===== src/rtl/abcde_seq_ctrl_if.sv =====
// abcde_seq_ctrl_if
//   Bundles the sequencer/target handshake of abcde_seq_ctrl.
//   master : the controller (drives a,b,c,d and status; receives start, abort, e)
//   slave  : the sequencer/target side (drives start, abort, e; observes the rest)
//   Signals: start, abort, e, a, b, c, d, busy, done, err, e_lat[3:0],
//            pass_cnt[CNT_W-1:0]
interface abcde_seq_ctrl_if #(
    parameter int CNT_W = 16
);
    logic             start;
    logic             abort;
    logic             e;
    logic             a;
    logic             b;
    logic             c;
    logic             d;
    logic             busy;
    logic             done;
    logic             err;
    logic [3:0]       e_lat;
    logic [CNT_W-1:0] pass_cnt;

    modport master (
        input  start, abort, e,
        output a, b, c, d, busy, done, err, e_lat, pass_cnt
    );

    modport slave (
        output start, abort, e,
        input  a, b, c, d, busy, done, err, e_lat, pass_cnt
    );
endinterface


===== src/rtl/abcde_seq_ctrl.sv =====
// abcde_seq_ctrl
//   Drives the a -> b -> c(+d) handshake into the target, then waits for e
//   within 1..E_MAX_DLY cycles after d. A timeout re-runs the whole sequence
//   up to RETRIES times before flagging err. Reports the e latency of the last
//   successful attempt and a saturating count of passes.
//   Ports: clk, rst_n (async, active low), bus (abcde_seq_ctrl_if.master).
//
//   state  | meaning
//   IDLE   | waiting for start, all drives low
//   PH_A   | a high
//   PH_B   | b high
//   PH_C   | c and d high
//   WAIT_E | waiting for e, timer running (first cycle is w=1)
//   GAP    | one all-low cycle between a timeout and the retry
module abcde_seq_ctrl #(
    parameter int E_MAX_DLY = 4,
    parameter int RETRIES   = 1,
    parameter int CNT_W     = 16
) (
    input  logic                clk,
    input  logic                rst_n,
    abcde_seq_ctrl_if.master    bus
);

    typedef enum logic [2:0] {
        IDLE, PH_A, PH_B, PH_C, WAIT_E, GAP
    } state_t;

    // Down-counter: loaded at w=1, terminal count (0) marks w=E_MAX_DLY.
    localparam logic [3:0] TMR_INIT  = 4'(E_MAX_DLY - 1);
    localparam logic [3:0] DLY_MAX   = 4'(E_MAX_DLY);
    localparam logic [2:0] RETRY_MAX = 3'(RETRIES);

    state_t           state_q, state_d;
    logic [3:0]       tmr_q, tmr_d;
    logic [2:0]       retry_q, retry_d;
    logic             a_q, b_q, c_q, d_q, busy_q, done_q, err_q;
    logic             a_d, b_d, c_d, d_d, busy_d, done_d, err_d;
    logic [3:0]       e_lat_q, e_lat_d;
    logic [CNT_W-1:0] pass_q, pass_d;
    logic             done_ev, err_ev;
    logic [3:0]       w_cur;

    assign w_cur = DLY_MAX - tmr_q;

    always_ff @(posedge clk or negedge rst_n) begin
        if (!rst_n) begin
            state_q <= IDLE;
            tmr_q   <= '0;
            retry_q <= '0;
            a_q     <= 1'b0;
            b_q     <= 1'b0;
            c_q     <= 1'b0;
            d_q     <= 1'b0;
            busy_q  <= 1'b0;
            done_q  <= 1'b0;
            err_q   <= 1'b0;
            e_lat_q <= '0;
            pass_q  <= '0;
        end else begin
            state_q <= state_d;
            tmr_q   <= tmr_d;
            retry_q <= retry_d;
            a_q     <= a_d;
            b_q     <= b_d;
            c_q     <= c_d;
            d_q     <= d_d;
            busy_q  <= busy_d;
            done_q  <= done_d;
            err_q   <= err_d;
            e_lat_q <= e_lat_d;
            pass_q  <= pass_d;
        end
    end

    always_comb begin
        state_d = state_q;
        tmr_d   = tmr_q;
        retry_d = retry_q;
        done_ev = 1'b0;
        err_ev  = 1'b0;
        case (state_q)
            IDLE: begin
                if (bus.start && !bus.abort) begin
                    state_d = PH_A;
                    retry_d = '0;
                end
            end
            PH_A: state_d = PH_B;
            PH_B: state_d = PH_C;
            PH_C: begin
                state_d = WAIT_E;
                tmr_d   = TMR_INIT;
            end
            WAIT_E: begin
                if (bus.e) begin
                    done_ev = 1'b1;
                    state_d = IDLE;
                end else if (tmr_q == '0) begin
                    if (retry_q < RETRY_MAX) begin
                        retry_d = retry_q + 3'd1;
                        state_d = GAP;
                    end else begin
                        err_ev  = 1'b1;
                        state_d = IDLE;
                    end
                end else begin
                    tmr_d = tmr_q - 4'd1;
                end
            end
            GAP:     state_d = PH_A;
            default: state_d = IDLE;
        endcase
        // abort wins over both completion and timeout
        if (bus.abort && state_q != IDLE) begin
            state_d = IDLE;
            done_ev = 1'b0;
            err_ev  = 1'b0;
        end
    end

    // Outputs are derived from the next state so that they are registered
    // and line up with the state they describe.
    always_comb begin
        a_d     = (state_d == PH_A);
        b_d     = (state_d == PH_B);
        c_d     = (state_d == PH_C);
        d_d     = (state_d == PH_C);
        busy_d  = (state_d != IDLE);
        done_d  = done_ev;
        err_d   = err_ev;
        e_lat_d = done_ev ? w_cur : e_lat_q;
        pass_d  = pass_q;
        if (done_ev && pass_q != {CNT_W{1'b1}})
            pass_d = pass_q + 1'b1;
    end

    assign bus.a        = a_q;
    assign bus.b        = b_q;
    assign bus.c        = c_q;
    assign bus.d        = d_q;
    assign bus.busy     = busy_q;
    assign bus.done     = done_q;
    assign bus.err      = err_q;
    assign bus.e_lat    = e_lat_q;
    assign bus.pass_cnt = pass_q;

endmodule


===== src/flat_wrapper.sv =====
// flat-port wrapper written by rule: the top's interface ports become plain ports
module abcde_seq_ctrl_flat 
#(
    parameter int E_MAX_DLY = 4,
    parameter int RETRIES   = 1,
    parameter int CNT_W     = 16
)
  (clk, rst_n, bus_start, bus_abort, bus_e, bus_a, bus_b, bus_c, bus_d, bus_busy, bus_done, bus_err, bus_e_lat, bus_pass_cnt);
  abcde_seq_ctrl_if #(.CNT_W(CNT_W)) bus_i ();
  input  logic clk;
  input  logic rst_n;
  input wire logic [$bits(bus_i.start)-1:0] bus_start;
  input wire logic [$bits(bus_i.abort)-1:0] bus_abort;
  input wire logic [$bits(bus_i.e)-1:0] bus_e;
  output wire logic [$bits(bus_i.a)-1:0] bus_a;
  output wire logic [$bits(bus_i.b)-1:0] bus_b;
  output wire logic [$bits(bus_i.c)-1:0] bus_c;
  output wire logic [$bits(bus_i.d)-1:0] bus_d;
  output wire logic [$bits(bus_i.busy)-1:0] bus_busy;
  output wire logic [$bits(bus_i.done)-1:0] bus_done;
  output wire logic [$bits(bus_i.err)-1:0] bus_err;
  output wire logic [$bits(bus_i.e_lat)-1:0] bus_e_lat;
  output wire logic [$bits(bus_i.pass_cnt)-1:0] bus_pass_cnt;
  assign bus_i.start = bus_start;
  assign bus_i.abort = bus_abort;
  assign bus_i.e = bus_e;
  assign bus_a = bus_i.a;
  assign bus_b = bus_i.b;
  assign bus_c = bus_i.c;
  assign bus_d = bus_i.d;
  assign bus_busy = bus_i.busy;
  assign bus_done = bus_i.done;
  assign bus_err = bus_i.err;
  assign bus_e_lat = bus_i.e_lat;
  assign bus_pass_cnt = bus_i.pass_cnt;
  abcde_seq_ctrl #(.E_MAX_DLY(E_MAX_DLY), .RETRIES(RETRIES), .CNT_W(CNT_W)) u_core (.clk(clk), .rst_n(rst_n), .bus(bus_i));
endmodule

===== config.mk =====
export PLATFORM = sky130hd
export DESIGN_NAME = abcde_seq_ctrl_flat
export DESIGN_NICKNAME = d
export VERILOG_FILES = /design/src/rtl/abcde_seq_ctrl_if.sv /design/src/rtl/abcde_seq_ctrl.sv /design/src/flat_wrapper.sv
export SDC_FILE = /design/constraint.sdc
export NUM_CORES = 1
export LEC_CHECK = 0
export ABC_AREA = 1
export BUFFER_PORTS_ARGS = -buffer_cell sky130_fd_sc_hd__buf_4
export CAP_MARGIN = 20
export CORE_MARGIN = 3
export CORE_UTILIZATION = 56
export DETAILED_ROUTE_END_ITERATION = 12
export PLACE_DENSITY = 0.86
export SETUP_SLACK_MARGIN = 0.05
export SYNTH_ARGS = -nofsm -noshare
export SYNTH_HDL_FRONTEND = slang
export SYNTH_SLANG_ARGS = --single-unit

===== constraint.sdc =====
create_clock -name clk -period 1.7 [get_ports clk]
set_input_delay 0 -clock clk [delete_from_list [all_inputs] [get_ports clk]]
set_output_delay 0 -clock clk [all_outputs]
set_load 0.05 [all_outputs]

==> results.json <==
{
  "start_kind": "flop",
  "timing.setup.tns_ps": 0,
  "worst_pin_slew_ps": 470,
  "antenna_found_initial": 0,
  "period_needed_ps": 1540,
  "hold_violations": 0,
  "ys_types": 23,
  "crit_slowest_cell": "dfrtp_2",
  "drv_cap": 0,
  "rsz0062_at_grt": "true",
  "yosysWarningCount": 0,
  "path_class": "reg -> reg",
  "synth_area_um2": 2050,
  "finalCritPeriodShare_pct": 90.6,
  "endpoint_kind": "flop",
  "vias": 1814,
  "fillers": 285,
  "wl_per_cell_um": 11.6,
  "max_freq_mhz": 649,
  "ant_nets": 0,
  "multiInputGateArea_um2": 1000,
  "clockBufferDepth": 2,
  "grt_pass1_vias": 1768,
  "htree_levels": 2,
  "cts.sinks": 36,
  "synth_top_cell_by_area": "dfrtp_1",
  "syn-num-nets": 281,
  "hold_class": "in -> reg",
  "cts_tree": "yes",
  "dr.pass1.iters": 4,
  "post_dp_cell_area_um2": 2320,
  "clk_latency_ps": 350,
  "syn_to_final_growth_pct": 20.3,
  "ys_ff_latch": 36,
  "initial_utilization_pct": 59.9,
  "row_count": 21,
  "drt_wl_total_um": 4210,
  "regArea_um2": 908,
  "gp_congestion": 0.849,
  "synth_top_area_share_pct": 44.0,
  "setup_viol": 0,
  "reg2regPathDepth": 9,
  "dp_hpwl_um": 3070,
  "cts_root_buf": "clkbuf_4",
  "synth.avg_cell_area_um2": 7.50,
  "track_usage_pct": 22.4,
  "fin_area_um2": 2460,
  "placed_cells": 348,
  "remaining_drc_errors": 0,
  "max_stage_delay_ps": 410,
  "overflow": 0,
  "grt_max_degree": 37,
  "p_leak_uw": 0.00131,
  "die_h_um": 66.5,
  "ir_worst_vdd_mv": 0.808,
  "yosys-top-cells-area": "dfrtp_1 44%, nand2_1 19%, inv_1 5.7%",
  "slew_violations": 0,
  "dp_slack_ps": 134,
  "ios": 32,
  "p_per_area_nw_per_um2": 1350,
  "port_buffers": 31,
  "final_critical_path_setup_slack_ps": 160,
  "cp_data_required_time_ps": 1940,
  "cp.arrival_ps": 1780,
  "max-slew-margin-rel_pct": 68.4,
  "drive_gt1_share_pct": 21.8,
  "synth_cells": 273,
  "hold_depth": 6,
  "final_cells": 363,
  "ys_seq_area_share_pct": 44.0,
  "whs_ps": 80.5,
  "status": "finished clean",
  "drt_iter0_drc": 128,
  "nets": 324,
  "finalClockSkew_ps": 19.5,
  "vias_per_cell": 5.00,
  "path_cells": "ha_1, inv_1, nor2_4, nand2_4, nor2_8, nor2_4, buf_4, nand2_1, o21ai_0",
  "grt_pass1_wl_um": 7540,
  "die_area_um2": 4420,
  "clk_pin_slew_worst_paths_ps": 120,
  "cpMostUsedCell": "nor2_4",
  "antenna_cells": 0,
  "numCtsBuffers": 5,
  "cp_max_fo": 8,
  "core_area_um2": 3420,
  "fp.dieW_um": 66.5
}
==> where the power goes <==
group | switching (uW) | internal, uW
registers | 192 | 1060
clock network | 277 | 243
logic | 1080 | 460
==> synthesized netlist by cell type, drive strengths merged <==
| cell | number |
|---|---|
| o21ai | 21 |
| inv | 33 |
| a21oi | 1 |
| nand4 | 7 |
| nor2 | 33 |
| nand3 | 12 |
| buf | 3 |
| nand2 | 111 |
| nor4 | 1 |
| xor2 | 3 |
| nor3 | 2 |
| xnor2 | 6 |
| dfrtp | 36 |
| ha | 3 |
| a21boi | 1 |
==> cell usage in the layout (no fill, tap or decap), drive strengths merged, types with 6 or more instances in the layout <==
cell type    n
nand4        7
xnor2        6
buf         36
nor2        33
inv         33
nand3       12
dfrtp       36
o21ai       21
nand2      111
clkbuf       8
==> through the flow <==
stage / utilization [%] / power, uW
6_report: 72.1 / 3320
5_1_grt: 72.1 / 3580
4_1_cts: 70.7 / 3320
3_5_place_dp: 67.8 / 2780
3_3_place_gp: 67.8 / 2740
2_1_floorplan: - / 2360
==> layer usage <==
layer | vias up | track usage (%) | wire length (um)
li1 | 931 | - | -
met1 | 821 | 25.0 | 1690
met2 | 49 | 39.5 | 2200
met3 | 13 | 6.07 | 222
met4 | 0 | 10.2 | 97
met5 | - | 0 | 0
==> sequential cells by signal (all words and copies together), names as in the netlist <==
register             count
u_core.bus.err           1
u_core.bus.c             1
u_core.bus.a             1
u_core.tmr_q             4
u_core.bus.e_lat         4
u_core.bus.pass_cnt     16
u_core.retry_q           3
u_core.bus.done          1
u_core.bus.busy          1
u_core.state_q           3
u_core.bus.b             1
==> cell families (layout without fill, tap and decap cells) <==
kind of cell	after synthesis	after routing	share of synthesized area, %
flops	36	36	44.0
buf+inv	36	80	7.70
xor+xnor	9	9	3.85
compound gates	23	23	5.75
simple gates	166	166	36.9
fa+ha+maj	3	3	1.83
==> path summary, 6_finish.rpt <==
| kind | startpoint | to | slack [ps] |
|---|---|---|---|
| worst max-delay path | u_core.bus.pass_cnt[0] | u_core.bus.pass_cnt[9] | 160 |
| worst min-delay path | bus_start | u_core.bus.b | 80 |
| worst max register to register | u_core.bus.pass_cnt[0] | u_core.bus.pass_cnt[9] | 160 |
| worst min register to register | u_core.bus.e_lat[3] | u_core.bus.e_lat[3] | 500 |
| max in group asynchronous | rst_n | u_core.state_q[1] | 1240 |
| min in group asynchronous | rst_n | u_core.bus.pass_cnt[4] | 130 |
==> worst max-delay path, delay by kind of cell (launching register included) <==
family          cells  cell delay, ps
simple gates        5             480
buf+inv             2             250
compound gates      1              70
fa+ha+maj           1             220
flops               1             410
==> final cells by class <==
class	instances	area share, %
Tap cell	46	2.34
Sequential cell	36	36.9
Multi-Input combinational cell	201	40.8
Clock buffer	8	2.79
Timing Repair Buffer	39	12.2
Inverter	33	5.03
==> what timing repair did <==
item / CTS / global route
endpoints found under the setup margin: 0 / 17
gates resized for setup: 0 / 9
endpoints found under the hold margin: 37 / 0
buffers inserted: 0 / 4
hold buffers: 3 / 0
No activity file was read; power rests on OpenSTA's default activity.
